--- config.mk ---
export PLATFORM = sky130hd
export DESIGN_NAME = aes_stream_loader
export DESIGN_NICKNAME = d
export VERILOG_FILES = /design/src/rtl/aes_pkg.sv /design/src/rtl/aes_word_serializer.sv /design/src/rtl/aes_stream_loader.sv
export SDC_FILE = /design/constraint.sdc
export NUM_CORES = 1
export LEC_CHECK = 0
export ABC_CLOCK_PERIOD_IN_PS = 1900
export CAP_MARGIN = 20
export CORE_MARGIN = 3
export CORE_UTILIZATION = 43
export DETAILED_ROUTE_END_ITERATION = 10
export HOLD_SLACK_MARGIN = 0.05
export PLACE_DENSITY = 0.78
export SLEW_MARGIN = 20
export SYNTH_ARGS = -nofsm -noshare
export SYNTH_HDL_FRONTEND = slang
export SYNTH_SLANG_ARGS = --single-unit
--- constraint.sdc ---
create_clock -name AES_clk -period 1.9 [get_ports AES_clk]
set_input_delay 0.38 -clock AES_clk [delete_from_list [all_inputs] [get_ports AES_clk]]
set_output_delay 0.38 -clock AES_clk [all_outputs]
set_load 0.01 [all_outputs]
--- src/rtl/aes_pkg.sv ---
// Shared definitions for the AES stream loader: block/word geometry and the
// loader state encoding.
package aes_pkg;

  localparam int AES_BLOCK_W = 128;
  localparam int AES_WORD_W  = 32;
  localparam int AES_WORDS   = 4;

  typedef enum logic [1:0] {
    LOAD  = 2'd0,
    RUN   = 2'd1,
    DRAIN = 2'd2
  } loader_state_t;

endpackage

--- src/rtl/aes_word_serializer.sv ---
// Holds a captured 128-bit ciphertext and hands it out as four 32-bit words,
// most significant word first, over a valid/ready handshake.
module aes_word_serializer
  import aes_pkg::*;
(
  input  logic                   clk,
  input  logic                   rst_n,
  input  logic                   load,
  input  logic [AES_BLOCK_W-1:0] block_in,
  input  logic                   out_ready,
  output logic                   out_valid,
  output logic [AES_WORD_W-1:0]  out_word,
  output logic                   last_accept
);

  logic [AES_BLOCK_W-1:0] block_q;
  logic [1:0]             idx_q;
  logic                   valid_q;

  // Capture a new block on load, then step through its words as each one is taken.
  always_ff @(posedge clk or negedge rst_n) begin
    if (!rst_n) begin
      block_q <= '0;
      idx_q   <= 2'd0;
      valid_q <= 1'b0;
    end else if (load) begin
      block_q <= block_in;
      idx_q   <= 2'd0;
      valid_q <= 1'b1;
    end else if (valid_q && out_ready) begin
      if (idx_q == 2'(AES_WORDS - 1)) begin
        idx_q   <= 2'd0;
        valid_q <= 1'b0;
      end else begin
        idx_q <= idx_q + 2'd1;
      end
    end
  end

  // Pick the current word from the held block; it only moves when the index does.
  always_comb begin
    out_word = block_q[127:96];
    case (idx_q)
      2'd0: out_word = block_q[127:96];
      2'd1: out_word = block_q[95:64];
      2'd2: out_word = block_q[63:32];
      2'd3: out_word = block_q[31:0];
      default: out_word = block_q[127:96];
    endcase
  end

  assign out_valid   = valid_q;
  assign last_accept = valid_q && out_ready && (idx_q == 2'(AES_WORDS - 1));

endmodule

--- src/rtl/aes_stream_loader.sv ---
// Staging stage in front of the AES core: assembles key and plaintext from a
// 32-bit word stream, runs the core with a timeout, and streams the
// ciphertext back out through the word serializer.
module aes_stream_loader
  import aes_pkg::*;
#(
  parameter int TIMEOUT_CYCLES = 64
) (
  input  logic                   AES_clk,
  input  logic                   AES_rst_n,
  input  logic                   in_valid,
  output logic                   in_ready,
  input  logic [AES_WORD_W-1:0]  in_word,
  output logic                   out_valid,
  input  logic                   out_ready,
  output logic [AES_WORD_W-1:0]  out_word,
  output logic                   busy,
  output logic                   timeout_err,
  output logic                   AES_en,
  output logic [AES_BLOCK_W-1:0] AES_data_in,
  output logic [AES_BLOCK_W-1:0] AES_key_in,
  input  logic [AES_BLOCK_W-1:0] AES_data_out,
  input  logic                   AES_data_out_valid
);

  localparam int CNT_W = $clog2(TIMEOUT_CYCLES + 1);

  loader_state_t          state_q;
  loader_state_t          state_d;
  logic [2:0]             word_idx_q;
  logic [AES_BLOCK_W-1:0] key_q;
  logic [AES_BLOCK_W-1:0] data_q;
  logic [CNT_W-1:0]       tmo_cnt_q;
  logic                   timeout_err_q;
  logic                   accept;
  logic                   result_hit;
  logic                   tmo_hit;
  logic                   drain_done;

  assign accept     = in_valid && (state_q == LOAD);
  assign result_hit = (state_q == RUN) && AES_data_out_valid;
  assign tmo_hit    = (state_q == RUN) && !AES_data_out_valid &&
                      (tmo_cnt_q == CNT_W'(TIMEOUT_CYCLES - 1));

  // State register.
  always_ff @(posedge AES_clk or negedge AES_rst_n) begin
    if (!AES_rst_n) state_q <= LOAD;
    else            state_q <= state_d;
  end

  // Next state: eight words start a run, a result or timeout ends it, the fourth output word ends the drain.
  always_comb begin
    state_d = state_q;
    case (state_q)
      LOAD:    if (accept && (word_idx_q == 3'd7)) state_d = RUN;
      RUN:     if (result_hit)   state_d = DRAIN;
               else if (tmo_hit) state_d = LOAD;
      DRAIN:   if (drain_done)   state_d = LOAD;
      default: state_d = LOAD;
    endcase
  end

  // Word assembly: words 0-3 fill the key and 4-7 the data, MSW first; registers are only written in LOAD.
  always_ff @(posedge AES_clk or negedge AES_rst_n) begin
    if (!AES_rst_n) begin
      word_idx_q <= 3'd0;
      key_q      <= '0;
      data_q     <= '0;
    end else if (accept) begin
      word_idx_q <= word_idx_q + 3'd1;
      case (word_idx_q)
        3'd0: key_q[127:96]  <= in_word;
        3'd1: key_q[95:64]   <= in_word;
        3'd2: key_q[63:32]   <= in_word;
        3'd3: key_q[31:0]    <= in_word;
        3'd4: data_q[127:96] <= in_word;
        3'd5: data_q[95:64]  <= in_word;
        3'd6: data_q[63:32]  <= in_word;
        3'd7: data_q[31:0]   <= in_word;
        default: ;
      endcase
    end
  end

  // Timeout counter runs only in RUN and clears on leaving it; the error flag is a registered one-cycle pulse.
  always_ff @(posedge AES_clk or negedge AES_rst_n) begin
    if (!AES_rst_n) begin
      tmo_cnt_q     <= '0;
      timeout_err_q <= 1'b0;
    end else begin
      timeout_err_q <= tmo_hit;
      if ((state_q == RUN) && !result_hit && !tmo_hit) tmo_cnt_q <= tmo_cnt_q + CNT_W'(1);
      else                                             tmo_cnt_q <= '0;
    end
  end

  aes_word_serializer u_serializer (
    .clk         (AES_clk),
    .rst_n       (AES_rst_n),
    .load        (result_hit),
    .block_in    (AES_data_out),
    .out_ready   (out_ready),
    .out_valid   (out_valid),
    .out_word    (out_word),
    .last_accept (drain_done)
  );

  assign in_ready    = (state_q == LOAD);
  assign AES_en      = (state_q == RUN);
  assign busy        = (state_q == RUN);
  assign timeout_err = timeout_err_q;
  assign AES_key_in  = key_q;
  assign AES_data_in = data_q;

endmodule

* Word-level counts from Yosys, hierarchy flattened *
Index checks and enable logic that the tools add are counted.

cells by class
  equal/unequal tests = 16
  $add $sub $neg = 3
  muxes and demuxes = 13
  reductions and logical operators = 27

operators with widths
  kind                                                   count
  one-hot mux 32 bit (4 select lines)                    1
  AND reduction 2 bit                                    9
  two-way mux 2 bit                                      7
  equality test 3 bit, second input constant             4
  logical AND 1 bit                                      9
  adder 7 x 1 -> 7 bit, second input constant            1
  equality test 7 x 6 -> 1 bit, second input constant    1
  two-way mux 7 bit                                      1
  equality test 2 bit, second input constant             3
  equality test 3 x 2 -> 1 bit, second input constant    2
  one-hot mux 2 bit (3 select lines)                     1
  equality test 2 x 1 -> 1 bit, second input constant    2
  logical NOT 2 bit                                      2
  nonzero test 2 bit                                     2
  adder 3 x 1 -> 3 bit, second input constant            1
  equality test 3 x 1 -> 1 bit, second input constant    1
  logical NOT 1 bit                                      3
  logical NOT 3 bit                                      1
  two-way mux 1 bit                                      3
  inequality test 3 x 1 -> 1 bit, second input constant  1
  AND reduction 3 bit                                    1
  adder 2 x 1 -> 2 bit, second input constant            1
  inequality test 2 x 1 -> 1 bit, second input constant  1
  inequality test 2 bit, second input constant           1

word-level totals
  register bits after elaboration = 400
  word-level logic and storage cells = 74
  output and inout port bits = 293

* Logic depth before layout (Yosys ltp) *
  word-level depth = 6
  mapped depth = 7
  gate-level depth less buffers = 4

* Cells and area by module *
Synthesis repeated with hierarchy kept, for this count alone.

second synthesis, totals
  cell total of the unflattened synthesis = 1041
  area, all modules = 15919.0 um2

by module, submodules not included
  module               cells an instance  times used  area each (um2)
  aes_stream_loader    607                1           10148.5
  aes_word_serializer  434                1           5770.5

* Least setup slack after synthesis *
No wires, ideal clock.

  kind = register to output
  start = reg u_serializer.idx_q[0]
  end = out out_word[0]
  buffers on the path = 2
  data required time = 1520 ps
  arrival = 1615 ps
  path slack = -95 ps
  cell stages (with the launch flop) = 6
  path through = dfrtp_1 > inv_1 > ha_1 > clkbuf_1 > clkbuf_1 > mux2i_1

on the way
  word-level cells in the longest chain between the ends = 2

ends and longest elaborated chain
  element                                      RTL line                   source
  start, declared                              aes_word_serializer.sv:17  logic [1:0] idx_q;
  start signal, assigned                       aes_word_serializer.sv:35  idx_q <= idx_q + 2'd1;
  equality test 2 bit (tied with other cells)  aes_word_serializer.sv:43  case (idx_q)
  one-hot mux 32 bit (4 select lines) (*)      aes_word_serializer.sv:43
  end, declared                                aes_stream_loader.sv:16    output logic [AES_WORD_W-1:0] out_word,

Every way passes the cells marked *; elsewhere a longest branch is shown, timed or not.

* Final worst setup path *
  start = reg u_serializer.idx_q[1]
  end = out out_word[26]

The elaborated chain is that of the path after synthesis.

==> results.txt <==
The flow ran to the end, but the final reports show violations. The final reports fail on negative setup slack. The final critical delay including setup and external delays is 2420 ps. The largest net degree at the start of global routing came out at 68. The global routing usage summed across all routing layers came out at 0.230. Based on the critical path, the design can be clocked at up to 414 MHz. The share of cells above drive strength 1 came out at 0.348. The number of buffers on the longest clock path is 3.

The transition time at the pin with the least slew margin came out at 483 ps. The smallest setup slack after layout is -517 ps. The number of synthesized register bits came out at 400.

The internal power component is 26.9 mW. The routability-driven placement congestion ratio came out at 0.842. The core outline area came out at 36100 µm². STA classifies the critical path endpoint as a primary output. The critical path is of the register to primary output type. The clock root buffer master is clkbuf_16. The initial utilization of the core area, before any placement, comes to 0.442. The number of DRC violations after detailed routing is 0.

The xor and xnor fraction of the mapped netlist area came out at 0.00220. The number of buffers created by CTS came out at 42. For this block, the via count after detailed routing is 10395. The clock edge transition at the registers on the reported setup and hold paths is 60 ps. The share of synthesized area in the top cell type comes to 0.627. Global routing finished with a remaining overflow of 0. The arrival time reported for the critical path endpoint came out at 2040 ps.

Setup repair after global routing could not meet its margin everywhere. The detailed-routing iteration count for the pre-antenna-repair pass is 7. The share of synthesized flip-flops with an asynchronous set or reset came out at 1.00. The post-synthesis instance area came out at 16000 µm². The number of vias per cell after detailed routing is 5.22. The final count of hold timing violations is 0. The fraction of the yosys area taken by sequential cells is 0.627. The cell row count is 69. After layout, the design draws a total of 39.6 mW.

The most used flip-flop cell after synthesis is dfrtp_1. The worst-case IR drop observed on VDD is 1320 µV. The number of DRC violations after detailed-routing iteration 0 is 461. Buffers placed on the I/O ports in this run total 457. The number of maximum-capacitance violations came out at 0. Of all nets on the critical path, the largest fanout is 21. The insertion delay of the later-clocked pin in the worst-skew pair is 550 ps. For this design the top-level I/O count stands at 458. The static leakage came out at 10.8 nW. The number of H-tree branching levels is 2. Setup violations remaining at the end of the flow were counted as 32. After synthesis, the most frequently instantiated cells are dfrtp_1 (400), mux2_2 (361), inv_1 (39). The die width came out at 199 µm. Of the total power, the share spent switching nets is 0.320. The number of global-route vias before repair came out at 11396. For this run, the number of Yosys warnings is 0.

For the final routed database, the setup TNS stands at -14850 ps. The initial antenna violation count came out at 2. The first global-routing pass estimated 68800 µm of wire. The synthesized-area fraction occupied by ao, oa, aoi and oai cells is 0.0233. The share of total power in the clock network came out at 0.202. Measured against the total synthesized area, the mux share comes to 0.292. The final core utilization came out at 0.634.

The area share of fa/ha/maj cells after synthesis came out at 0.00862. By area the synthesized netlist is led by dfrtp_1 (63%), mux2_2 (25%), mux2i_1 (2.1%), a222oi_1 (2.0%), mux2_1 (1.6%). The average wire length per cell after detail routing is 23.1 µm. The worst hold path belongs to the class input port to async pin. TritonCTS built the clock tree. The total count of max-transition violations in the final report came out at 0. The floorplan step defined a die boundary enclosing 39500 µm². After synthesis, the largest family of logic cells by area is multiplexers.

The net count after synthesis is 1183. The number of flops mapped to enable cells by yosys is 0. The number of antenna-violating nets in the routed design came out at 0. The die boundary height came out at 199 µm. The number of clock sinks is 400. The area growth from synthesis to layout is 43.3%. The post-synthesis area per instance came out at 15.8 µm².

The relative slew slack came out at 0.677. The HPWL after detailed placement came out at 32600 µm. The count of mapped cells out of synthesis came out at 1007. The simple logic cell fraction of the synthesized area came out at 0.0129. The antenna diode instance count came out at 0. Of the total power, registers draw 0.376. The most frequently used cell type in the post-synthesis netlist is dfrtp_1. Dividing the final minimum period by the clock period gives 1.27. The final net count came out at 1680. The count of different cell masters after synthesis is 33. Of all cell types, the one taking the most synthesized area is dfrtp_1.

STA classifies the critical path startpoint as a register. In this run the power density over the cells is 1730 nW/µm². The worst setup skew after layout came out at 9.11 ps.

For this design the total switching power over the nets is 12.7 mW. After detailed routing, the total wire length is 46100 µm. The data required time at the worst endpoint is 1520 ps. The share of total power dissipated in combinational logic is 0.422.
## what timing repair did
| action | in CTS | in global routing |
|---|---|---|
| pin swaps | 28 | 15 |
| gates resized for setup | 175 | 82 |
| hold endpoints to repair | 33 | 0 |
| hold buffers | 1 | 0 |
| endpoints found under the setup margin | 70 | 154 |
| buffers inserted | 3 | 2 |
## cell type report
cell class	instances	area, µm²
inverters	39	146
multi-input cells	509	5470
flip-flops and latches	400	10000
well taps	461	577
clock inverters	15	139
fillers	2586	13200
repair buffers	512	5350
clock buffers	57	1190
## power by group through the flow
stage	Sequential [mW]	Combinational, mW	Clock (mW)
detailed placement	15.0	17.6	0
CTS	14.9	17.1	8.17
floorplan	15.8	6.57	0
global placement	14.7	17.3	0
global route	15.3	17.8	8.55
finish	14.9	16.7	8.01
## sequential cells by signal, indices dropped and copies added, names as in the netlist
name and count:
AES_data_in 128, AES_key_in 128, state_q 2, timeout_err 1, tmo_cnt_q 7, u_serializer.block_q 128, u_serializer.idx_q 2, u_serializer.out_valid 1
word_idx_q 3
## logic make-up (layout without fill, tap and decap cells)
| logic type | after synthesis | count (layout) |
|---|---|---|
| AO/OA/AOI/OAI | 40 | 40 |
| XOR/XNOR | 4 | 4 |
| adder cells (fa/ha/maj) | 11 | 11 |
| buffers and inverters | 98 | 623 |
| flip-flops | 400 | 400 |
| multiplexers | 418 | 418 |
| AND/OR/NAND/NOR | 36 | 36 |
## per-stage QoR
step | instances | hold slack (ps) | area, µm² | worst slack, ps
after global placement | 1915 | 329 | 21500 | -296
after global routing | 1993 | 351 | 22900 | -616
after floorplan | 1007 | 84.4 | 16000 | -87.4
after CTS | 1991 | 338 | 22700 | -547
after detailed placement | 1915 | 329 | 21500 | -360
final | 1993 | 346 | 22900 | -517
## per-layer routing
metal  GRT usage  up-vias  routed length, µm
li1            -     4604                  -
met5           0        -                 27
met1       0.277     5312              17900
met2       0.380      392              22100
met4      0.0841        4               1410
met3      0.0852       83               4660
## placed cells by master (no fill, tap or decap), types with 3 or more instances in the layout
master,instances
clkdlybuf4s50_1,311
inv_6,3
dlygate4sd2_1,37
clkbuf_2,5
inv_1,37
nand3_2,3
dfrtp_1,396
mux2_2,361
clkbuf_1,8
clkinv_2,9
buf_12,28
buf_4,22
nand2_1,6
mux2i_1,34
buf_6,3
mux2_1,23
a222oi_1,32
dlymetal6s2s_1,75
dfrtp_2,4
nor2_1,9
nand3_1,4
clkbuf_8,6
ha_1,8
buf_2,27
clkbuf_16,43
## final timing paths
kind	startpoint	to	slack [ps]	depth (start not counted)
worst max-delay path	u_serializer.idx_q[1]$_DFFE_PN0P_	out_word[26]	-520	6
worst min-delay path	AES_rst_n	u_serializer.block_q[39]$_DFFE_PN0P_	350	2
worst max register to register	state_q[1]$_DFFE_PN0P_	AES_data_in[126]$_DFFE_PN0P_	90	5
worst min register to register	tmo_cnt_q[0]$_DFF_PN0_	tmo_cnt_q[0]$_DFF_PN0_	460	1
max in group asynchronous	AES_rst_n	state_q[0]$_DFFE_PN0P_	830	3
min in group AES_clk	AES_data_out[88]	u_serializer.block_q[88]$_DFFE_PN0P_	430	2
## critical path, stage by stage, from the launching register on
cell and delay (ps):
dfrtp_2 420, inv_2 70, ha_4 170, buf_12 150
a222oi_1 330, mux2i_1 160, buf_2 170
Power figures use the tool's default switching activity.
